===== src/rtl/apb_master_if.sv =====
// APB bus bundle between the apb_master requester and an APB completer.
// Ports: PSEL/PENABLE/PWRITE/PADDR/PWDATA from the master; PRDATA/PREADY/PSLVERR from the slave.
interface apb_master_if;

    logic       PSEL;
    logic       PENABLE;
    logic       PWRITE;
    logic [7:0] PADDR;
    logic [7:0] PWDATA;
    logic [7:0] PRDATA;
    logic       PREADY;
    logic       PSLVERR;

    modport master (
        output PSEL,
        output PENABLE,
        output PWRITE,
        output PADDR,
        output PWDATA,
        input  PRDATA,
        input  PREADY,
        input  PSLVERR
    );

    modport slave (
        input  PSEL,
        input  PENABLE,
        input  PWRITE,
        input  PADDR,
        input  PWDATA,
        output PRDATA,
        output PREADY,
        output PSLVERR
    );

endinterface


===== src/rtl/apb_master.sv =====
// APB master: turns cmd_valid/cmd_ready requests into SETUP/ACCESS transfers
// and returns a one-cycle rsp_valid pulse with read data and error status.
// Ports: PCLK, RESET (async active-low), cmd_* request channel, rsp_* response,
// apb (apb_master_if.master) carrying the APB bus signals.
module apb_master #(
    parameter int unsigned TIMEOUT = 16
) (
    input  logic         PCLK,
    input  logic         RESET,
    input  logic         cmd_valid,
    output logic         cmd_ready,
    input  logic         cmd_write,
    input  logic [7:0]   cmd_addr,
    input  logic [7:0]   cmd_wdata,
    output logic         rsp_valid,
    output logic [7:0]   rsp_rdata,
    output logic         rsp_err,
    apb_master_if.master apb
);

    // State bits double as {PSEL, PENABLE}, so both bus strobes come
    // straight out of flops with no decode glitches.
    typedef enum logic [1:0] {
        IDLE   = 2'b00,
        SETUP  = 2'b10,
        ACCESS = 2'b11
    } state_t;

    localparam logic       TO_EN   = (TIMEOUT != 0);
    localparam logic [7:0] TO_LAST = TO_EN ? 8'(TIMEOUT - 1) : 8'd0;

    state_t     state_q, state_d;
    logic       pwrite_q, pwrite_d;
    logic [7:0] paddr_q, paddr_d;
    logic [7:0] pwdata_q, pwdata_d;
    logic [7:0] wcnt_q, wcnt_d;
    logic       rv_q, rv_d;
    logic [7:0] rd_q, rd_d;
    logic       re_q, re_d;

    logic       accept;
    logic       timeout_hit;

    // In ACCESS a new command may only ride on a completing transfer;
    // PREADY=1 already excludes a timeout in the same cycle.
    assign cmd_ready = RESET &&
                       ((state_q == IDLE) ||
                        ((state_q == ACCESS) && apb.PREADY));

    assign accept = cmd_valid && cmd_ready;

    assign timeout_hit = TO_EN && !apb.PREADY &&
                         (wcnt_q == TO_LAST);

    always_comb begin
        state_d  = state_q;
        pwrite_d = pwrite_q;
        paddr_d  = paddr_q;
        pwdata_d = pwdata_q;
        wcnt_d   = wcnt_q;
        rv_d     = 1'b0;
        rd_d     = rd_q;
        re_d     = re_q;

        unique case (state_q)
            IDLE: begin
                if (accept) begin
                    pwrite_d = cmd_write;
                    paddr_d  = cmd_addr;
                    pwdata_d = cmd_wdata;
                    wcnt_d   = 8'd0;
                    state_d  = SETUP;
                end
            end
            SETUP: begin
                state_d = ACCESS;
            end
            ACCESS: begin
                if (apb.PREADY) begin
                    rv_d = 1'b1;
                    rd_d = pwrite_q ? 8'd0 : apb.PRDATA;
                    re_d = apb.PSLVERR;
                    if (accept) begin
                        pwrite_d = cmd_write;
                        paddr_d  = cmd_addr;
                        pwdata_d = cmd_wdata;
                        wcnt_d   = 8'd0;
                        state_d  = SETUP;
                    end else begin
                        state_d = IDLE;
                    end
                end else if (timeout_hit) begin
                    rv_d    = 1'b1;
                    rd_d    = 8'd0;
                    re_d    = 1'b1;
                    state_d = IDLE;
                end else begin
                    wcnt_d = wcnt_q + 8'd1;
                end
            end
            default: begin
                state_d = IDLE;
            end
        endcase
    end

    always_ff @(posedge PCLK or negedge RESET) begin
        if (!RESET) begin
            state_q  <= IDLE;
            pwrite_q <= 1'b0;
            paddr_q  <= 8'd0;
            pwdata_q <= 8'd0;
            wcnt_q   <= 8'd0;
            rv_q     <= 1'b0;
            rd_q     <= 8'd0;
            re_q     <= 1'b0;
        end else begin
            state_q  <= state_d;
            pwrite_q <= pwrite_d;
            paddr_q  <= paddr_d;
            pwdata_q <= pwdata_d;
            wcnt_q   <= wcnt_d;
            rv_q     <= rv_d;
            rd_q     <= rd_d;
            re_q     <= re_d;
        end
    end

    assign apb.PSEL    = state_q[1];
    assign apb.PENABLE = state_q[0];
    assign apb.PWRITE  = pwrite_q;
    assign apb.PADDR   = paddr_q;
    assign apb.PWDATA  = pwdata_q;

    assign rsp_valid = rv_q;
    assign rsp_rdata = rd_q;
    assign rsp_err   = re_q;

endmodule


===== src/flat_wrapper.sv =====
// flat-port wrapper written by rule: the top's interface ports become plain ports
module apb_master_flat 
#(
    parameter int unsigned TIMEOUT = 16
)
  (PCLK, RESET, cmd_valid, cmd_ready, cmd_write, cmd_addr, cmd_wdata, rsp_valid, rsp_rdata, rsp_err, apb_PSEL, apb_PENABLE, apb_PWRITE, apb_PADDR, apb_PWDATA, apb_PRDATA, apb_PREADY, apb_PSLVERR);
  apb_master_if apb_i ();
  input  logic PCLK;
  input  logic RESET;
  input  logic cmd_valid;
  output logic cmd_ready;
  input  logic cmd_write;
  input  logic [7:0] cmd_addr;
  input  logic [7:0] cmd_wdata;
  output logic rsp_valid;
  output logic [7:0] rsp_rdata;
  output logic rsp_err;
  output wire logic [$bits(apb_i.PSEL)-1:0] apb_PSEL;
  output wire logic [$bits(apb_i.PENABLE)-1:0] apb_PENABLE;
  output wire logic [$bits(apb_i.PWRITE)-1:0] apb_PWRITE;
  output wire logic [$bits(apb_i.PADDR)-1:0] apb_PADDR;
  output wire logic [$bits(apb_i.PWDATA)-1:0] apb_PWDATA;
  input wire logic [$bits(apb_i.PRDATA)-1:0] apb_PRDATA;
  input wire logic [$bits(apb_i.PREADY)-1:0] apb_PREADY;
  input wire logic [$bits(apb_i.PSLVERR)-1:0] apb_PSLVERR;
  assign apb_PSEL = apb_i.PSEL;
  assign apb_PENABLE = apb_i.PENABLE;
  assign apb_PWRITE = apb_i.PWRITE;
  assign apb_PADDR = apb_i.PADDR;
  assign apb_PWDATA = apb_i.PWDATA;
  assign apb_i.PRDATA = apb_PRDATA;
  assign apb_i.PREADY = apb_PREADY;
  assign apb_i.PSLVERR = apb_PSLVERR;
  apb_master #(.TIMEOUT(TIMEOUT)) u_core (.PCLK(PCLK), .RESET(RESET), .cmd_valid(cmd_valid), .cmd_ready(cmd_ready), .cmd_write(cmd_write), .cmd_addr(cmd_addr), .cmd_wdata(cmd_wdata), .rsp_valid(rsp_valid), .rsp_rdata(rsp_rdata), .rsp_err(rsp_err), .apb(apb_i));
endmodule

===== config.mk =====
export PLATFORM = sky130hd
export DESIGN_NAME = apb_master_flat
export DESIGN_NICKNAME = d
export VERILOG_FILES = /design/src/rtl/apb_master_if.sv /design/src/rtl/apb_master.sv /design/src/flat_wrapper.sv
export SDC_FILE = /design/constraint.sdc
export NUM_CORES = 1
export LEC_CHECK = 0
export CORE_UTILIZATION = 47
export DETAILED_ROUTE_END_ITERATION = 10
export PLACE_DENSITY = 0.84
export SYNTH_ARGS = -nofsm -noshare
export SYNTH_HDL_FRONTEND = slang
export SYNTH_SLANG_ARGS = --single-unit
export TNS_END_PERCENT = 20

===== constraint.sdc =====
create_clock -name PCLK -period 3.2 [get_ports PCLK]
set_input_delay 0.32 -clock PCLK [delete_from_list [all_inputs] [get_ports PCLK]]
set_output_delay 0.32 -clock PCLK [all_outputs]
set_load 0.02 [all_outputs]

==> qor.yml, run 1 <==
grtUsageTotal_pct: 22.0
max_freq_mhz: 446
dieHeight_um: 61.1
netlist_area_sq_um: 1640
fin_skew_ns: 0.00900
area_growth_syn_to_layout_pct: 42.9
htreeDepth: 2
hold_viol: 0
syn_area_per_cell_sq_um: 13.2
grt_pass1_vias: 1232
fin_ws_ns: 0.959
yosysTopAreaCellShare_pct: 56.5
wl_per_cell_um: 15.8
ys_seq_area_share_pct: 56.5
rrSetupSlack_ns: 1.18
drc: 0
wl_um: 3730
port_buffers: 59
busiest_layer: "met2"
min_period_ns: 2.24
num_rows: 21
status: "complete, no violations"
r2r_cells: 6
grt_max_degree: 38
drv_slew: 0
post-place-ws_ns: 1.03
rsz0062_at_grt: "no"
ys_ff_latch: 37
cts_tree: "built"
internal_power_mw: 1.32
drv_cap: 0
die_area_sq_um: 3730
grt_pass1_wl_um: 5740
cts.sinks: 37
p_sw_mw: 0.776
setup_viol: 0
yosysUniqueCellTypes: 34
ant_nets: 0
start_util_pct: 49.1
worstMarginPinSlew_ns: 0.592
r2r-end: "u_core.wcnt_q[5]"
drt_iter0_markers: 45
critPathMaxFanout: 7
cp-end-kind: "primary output"
power_density_nw_per_um2: 894
cts_resized: 0
placed_cells: 229
cts.clk_slew.worst_paths_ns: 0.10
vdd_drop_max_uv: 443
p_leak_nw: 0.988
worstPathCellList: "ha_1 -> a21oi_1 -> nor2b_1 -> clkdlybuf4s50_1"
power_frac_seq_pct: 37.2
vias: 1283
synthesis.instances: 124
r2r_start: "u_core.state_q[0]"
critPathBufInv: 1
max_slew_margin_pct: 60.4
critPathMaxStageDelay_ns: 0.62
drive_gt1_share_pct: 16.8
synth.area.top_cells: "dfrtp_1 (56%), mux2_2 (12%), a22o_1 (4.8%), ha_1 (3.1%), a21oi_1 (1.5%)"
clock_path_buffers: 2
grtUsageMet3_pct: 6.93
io_pins: 60
netlist.top_cell.by_area: "dfrtp_1"
syn_nets: 158
core_sq_um: 3340
antenna_found_initial: 0
cp-start-kind: "flop"
path_delay_family: "buffers and inverters"
nNetsFinal: 224
ctsRootBufferMaster: "clkbuf_4"
die_x_um: 61.1
gp_congestion: 0.840
grt_use_met2_pct: 37.4
gr-total-overflow: 0
cts_setup_buffers: 0
ctsHoldBuffers: 0
fin_setup_tns_ns: 0
ys.warnings.count: 0
worstHoldPathType: "in2async"
finalNonFillerCells: 236
startpoint: "u_core.state_q[0]"
dr.pass1.iters: 4
cts_buffers: 5
clkLatencyLatePin_ns: 0.33
pwr-share-comb_pct: 51.3
cp.required_ns: 2.88
clkPwrFrac_pct: 11.5
crit_type: "reg2out"
use_met1_pct: 26.2
viasPerCell: 5.44
antenna_cells: 0
swShare_pct: 37.1
dp_hpwl_um: 2930
finalCritPeriodShare_pct: 70.0
crit_slowest_cell: "clkdlybuf4s50_1"
arrival_ns: 1.92
placed cells by master (no fill, tap or decap), types with 2 or more instances in the layout:
cell              n
nor2_1            3
clkbuf_4          5
nand2b_1          3
ha_1              4
dfrtp_1          37
clkdlybuf4s50_1  59
inv_1             4
o21ai_0           3
nand2_1           3
o21ai_2           2
nand3_1           3
a21oi_1           5
a22o_1            9
o21a_1            3
nor2b_1           2
nor3_1            3
mux2_2           17
o31ai_1           2
a21o_1            2
a31oi_1           2
and2_1            2
stage by stage:
step / hold WS [ns] / power [mW] / instance area [sq um] / util, %
finish: 0.476 / 2.09 / 2340 / 70.2
detailed placement: 0.488 / 1.87 / 2290 / 68.5
floorplan: 0.0244 / 1.37 / 1640 / -
global placement: 0.482 / 1.82 / 2290 / 68.5
global route: 0.514 / 2.24 / 2340 / 70.2
CTS: 0.481 / 2.11 / 2340 / 70.2
state kept, by name, indices dropped and copies added, names as in the netlist:
| register | flops |
|---|---|
| u_core.apb.PWDATA | 8 |
| u_core.state_q | 2 |
| u_core.apb.PADDR | 8 |
| u_core.rsp_valid | 1 |
| u_core.rsp_rdata | 8 |
| u_core.apb.PWRITE | 1 |
| u_core.wcnt_q | 8 |
| u_core.rsp_err | 1 |
synth_stat cells (all sizes together):
cell and number:
nand4 1, and2 2, o31ai 2, o21ai 6, o22a 1, nor2 4
and3 1, inv 4, o21a 3, a221o 1, o221ai 1, nor2b 2
ha 4, mux2i 1, a21oi 6, nor3b 1, a2bb2oi 1, a31oi 2
buf 1, dfrtp 37, a21o 2, nor3 3, a22o 9, nand2 3
a22oi 1, mux2 18, nand2b 3, or4 1, nand3 3
cells by family (layout without fill, tap and decap cells):
logic type                 count (synthesis)  count (layout)  share of synthesized area (%)
and+or+nand+nor                           24              24                           8.78
muxes                                     19              19                           13.0
adders and majority gates                  4               4                           3.05
AOI/OAI and AO/OA                         35              35                           17.3
buffers and inverters                      5              71                           1.37
DFF                                       37              37                           56.5
layout make-up:
| class | instances | area [sq um] |
|---|---|---|
| clock buffers | 7 | 55.1 |
| multi-input cells | 82 | 691 |
| repair buffers | 60 | 598 |
| fillers | 242 | 995 |
| inverters | 4 | 15.0 |
| flip-flops and latches | 37 | 926 |
| well taps | 46 | 57.6 |
power groups by stage:
stage | combinational, mW | sequential (mW) | clock [mW]
after global routing | 1.16 | 0.806 | 0.277
after CTS | 1.08 | 0.780 | 0.252
after detailed placement | 1.08 | 0.791 | 0
after global placement | 1.05 | 0.773 | 0
final | 1.08 | 0.779 | 0.241
after floorplan | 0.394 | 0.980 | 0
routing by layer:
metal | part of all wire (%) | wire, um
met1 | 41 | 1540
met2 | 51 | 1910
met3 | 7.1 | 263
met4 | 0.32 | 12
met5 | 0 | 0
how the worst max path moves through the flow:
stage	to	slack (ns)	cells after the start
finish	cmd_ready	0.96	4
floorplan	u_core.wcnt_q[5]	1.28	6
global placement	u_core.apb.PWDATA[0]	1.07	4
global route	cmd_ready	0.83	5
CTS	cmd_ready	0.94	5
detailed placement	u_core.apb.PADDR[5]	1.03	4
Power figures use the tool's default switching activity.
==> run 2, diff against run 1 <==
--- a/config.mk
+++ b/config.mk
@@ -5,9 +5,9 @@
 export SDC_FILE = /design/constraint.sdc
 export NUM_CORES = 1
 export LEC_CHECK = 0
-export CORE_UTILIZATION = 47
+export CORE_UTILIZATION = 40
 export DETAILED_ROUTE_END_ITERATION = 10
-export PLACE_DENSITY = 0.84
+export PLACE_DENSITY = 0.76
 export SYNTH_ARGS = -nofsm -noshare
 export SYNTH_HDL_FRONTEND = slang
 export SYNTH_SLANG_ARGS = --single-unit
==> constraint.sdc (replaced) <==
create_clock -name PCLK -period 1.88 [get_ports PCLK]
set_input_delay 0.188 -clock PCLK [delete_from_list [all_inputs] [get_ports PCLK]]
set_output_delay 0.188 -clock PCLK [all_outputs]
set_load 0.02 [all_outputs]
==> run 2 against run 1 <==
Effect of this change: cell area increased by 8.5%; core utilization fell by 3.3 points; clock power grew to 3.3 times the previous value; die area is 17% higher; sequential cell count unchanged; first-iteration DRC count grew 53%; critical path type is now reg2reg; count of clock-buffer cells in the layout shrank 2; clock skew shrank 0.00068 ns; sequential share of layout area fell by 3.1 points; power increased by 99%; global-route usage fell by 2.1 points; critical path depth is the same.
==> qor.yml, run 2 (synthesized netlist as in run 1, its figures left out) <==
cp-start-kind: "flop"
path_delay_family: "simple AND/OR/NAND/NOR gates"
clock_path_buffers: 2  # unchanged
die_x_um: 66.0  # +8.1%
wl_um: 3910  # +4.9%
power_mw: 4.16  # +99%
gr-total-overflow: 0  # unchanged
antenna_found_initial: 0  # unchanged
drive_gt1_share_pct: 24.8  # +7.9 points
vias: 1320  # +2.9%
grt_pass1_wl_um: 6400  # +11%
dieHeight_um: 66.0  # +8.1%
fin_skew_ns: 0.00832  # -0.000682 ns
cp.required_ns: 2.06  # -0.82 ns
worstPathCellList: "or4_4 -> nor2_4 -> a2bb2oi_2 -> mux2_1"
viasPerCell: 5.28  # -2.9%
fin_setup_tns_ns: 0  # unchanged
final_cell_mix: "clkdlybuf4s50_1 (57), dfrtp_1 (36), mux2_2 (17)"
area_growth_syn_to_layout_pct: 55.1
cts_tree: "built"
min_period_ns: 1.82
nNetsFinal: 235  # +4.9%
worstMarginPinSlew_ns: 0.460  # -0.132 ns
dp_hpwl_um: 2860  # -2.3%
critPathMaxFanout: 6  # -1
vdd_drop_max_uv: 894  # +100%
rsz0062_at_grt: "no"
die_area_sq_um: 4360  # +17%
r2r_cells: 4  # -2
power_density_nw_per_um2: 1640  # +83%
start_util_pct: 43.1  # -6.0 points
num_rows: 22  # +4.8%
worstHoldPathType: "in2reg"
port_buffers: 59  # unchanged
wl_per_cell_um: 15.6  # -0.94%
hold_path_end: "u_core.rsp_err"
cts.sinks: 37  # unchanged
drt_iter0_markers: 69  # +53%
cts.clk_slew.worst_paths_ns: 0.08  # -0.02 ns
critPathBufInv: 0  # -1
drc: 0  # unchanged
p_leak_nw: 1.09  # +10%
cp-end-kind: "flop"
setup_viol: 0  # unchanged
htreeDepth: 2  # unchanged
hold_viol: 0  # unchanged
critPathMaxStageDelay_ns: 0.60  # -0.02 ns
hp-start: "apb_PSLVERR"
drv_slew: 0  # unchanged
r2r-end: "u_core.state_q[0]"
grt_max_degree: 38  # unchanged
drv_cap: 0  # unchanged
core_sq_um: 3800  # +14%
clkLatencyLatePin_ns: 0.29  # -0.04 ns
ant_nets: 0  # unchanged
status: "complete, no violations"
holdPathStages: 2
fill_cells: 274  # +13%
cts_buffers: 5  # unchanged
rrSetupSlack_ns: 0.06  # -1.12 ns
final_common_cell: "clkdlybuf4s50_1"
ctsRootBufferMaster: "clkbuf_8"
antenna_cells: 0  # unchanged
grtUsageTotal_pct: 19.9  # -2.1 points
grt_pass1_vias: 1370  # +11%
io_pins: 60  # unchanged
max_freq_mhz: 551
post-place-ws_ns: -0.0313  # -1.06 ns
crit_type: "reg2reg"
fin_ws_ns: 0.0649  # -0.894 ns
r2r_start: "u_core.wcnt_q[5]"
finalCritPeriodShare_pct: 96.6
arrival_ns: 1.99  # +0.07 ns
dr.pass1.iters: 4  # unchanged
max_slew_margin_pct: 69.4  # +8.9 points
gp_congestion: 0.895  # +6.6%
crit_slowest_cell: "or4_4"
run 2: changes by cell type in the layout (fill, tap and decap cells not counted), moves of 2 or more:
cell             previous run  this run
buf_4                       1        10
clkbuf_8                    1         5
clkdlybuf4s50_1            59        57
clkbuf_4                    5         0
inv_1                       4         2
inv_2                       0         2
bufinv_16                   0         2
run 2: worst max path at each step:
stage | start | endpoint | slack, ns | cells after the start
final | u_core.wcnt_q[5] | u_core.state_q[0] | 0.06 | 4
after global routing | u_core.state_q[0] | u_core.wcnt_q[5] | 0.009 | 5
after detailed placement | apb_PREADY | u_core.wcnt_q[5] | -0.03 | 5
after floorplan | u_core.state_q[1] | u_core.wcnt_q[5] | 0.008 | 6
after global placement | apb_PREADY | u_core.wcnt_q[5] | 0.05 | 5
after CTS | u_core.state_q[1] | u_core.wcnt_q[5] | 0.03 | 6
run 2: final cells by class:
type | count | area [sq um] | share of cell area, %
clock buffers | 5 | 68.8 | 2.71
clock inverters | 3 | 65.1 | 2.56
inverters | 4 | 15.0 | 0.591
multi-input cells | 82 | 717 | 28.2
flip-flops and latches | 37 | 927 | 36.5
well taps | 48 | 60.1 | 2.36
repair buffers | 71 | 689 | 27.1
run 2: per-layer routing:
| layer | global-route usage [%] | share of wire, % |
|---|---|---|
| met1 | 24.0 | 42 |
| met2 | 33.7 | 50 |
| met3 | 6.38 | 6.2 |
| met4 | 6.38 | 1.3 |
| met5 | 0 | 0 |
run 2: through the flow:
| step | hold slack, ns | std cells | util, % | cell area, sq um |
|---|---|---|---|---|
| 6_report | 0.483 | 250 | 66.9 | 2540 |
| 5_1_grt | 0.477 | 250 | 66.9 | 2540 |
| 4_1_cts | 0.477 | 248 | 66.0 | 2510 |
| 2_1_floorplan | -0.108 | 124 | - | 1650 |
| 3_3_place_gp | 0.287 | 239 | 62.3 | 2360 |
| 3_5_place_dp | 0.308 | 239 | 62.3 | 2360 |
run 2: where the power goes:
| part | leakage, nW | internal (mW) | switching, mW | total (mW) |
|---|---|---|---|---|
| registers | 0.461 | 1.13 | 0.216 | 1.34 |
| logic | 0.559 | 1.08 | 0.934 | 2.01 |
| clock network | 0.0681 | 0.527 | 0.279 | 0.806 |
| total | 1.09 | 2.73 | 1.43 | 4.16 |
run 2: timing repair:
action / 4_1_cts / 5_1_grt
buffers inserted: 0 / 2
pin swaps: 0 / 1
endpoints found under the hold margin: 33 / 0
hold buffers: 1 / 0
resized for setup: 1 / 4
setup endpoints to repair: 1 / 3
run 2: worst register-to-register path, stage by stage (launching register included):
cell       delay (ns)
dfrtp_1          0.45
or4_4            0.60
nor2_4           0.14
a2bb2oi_2        0.18
mux2_1           0.33
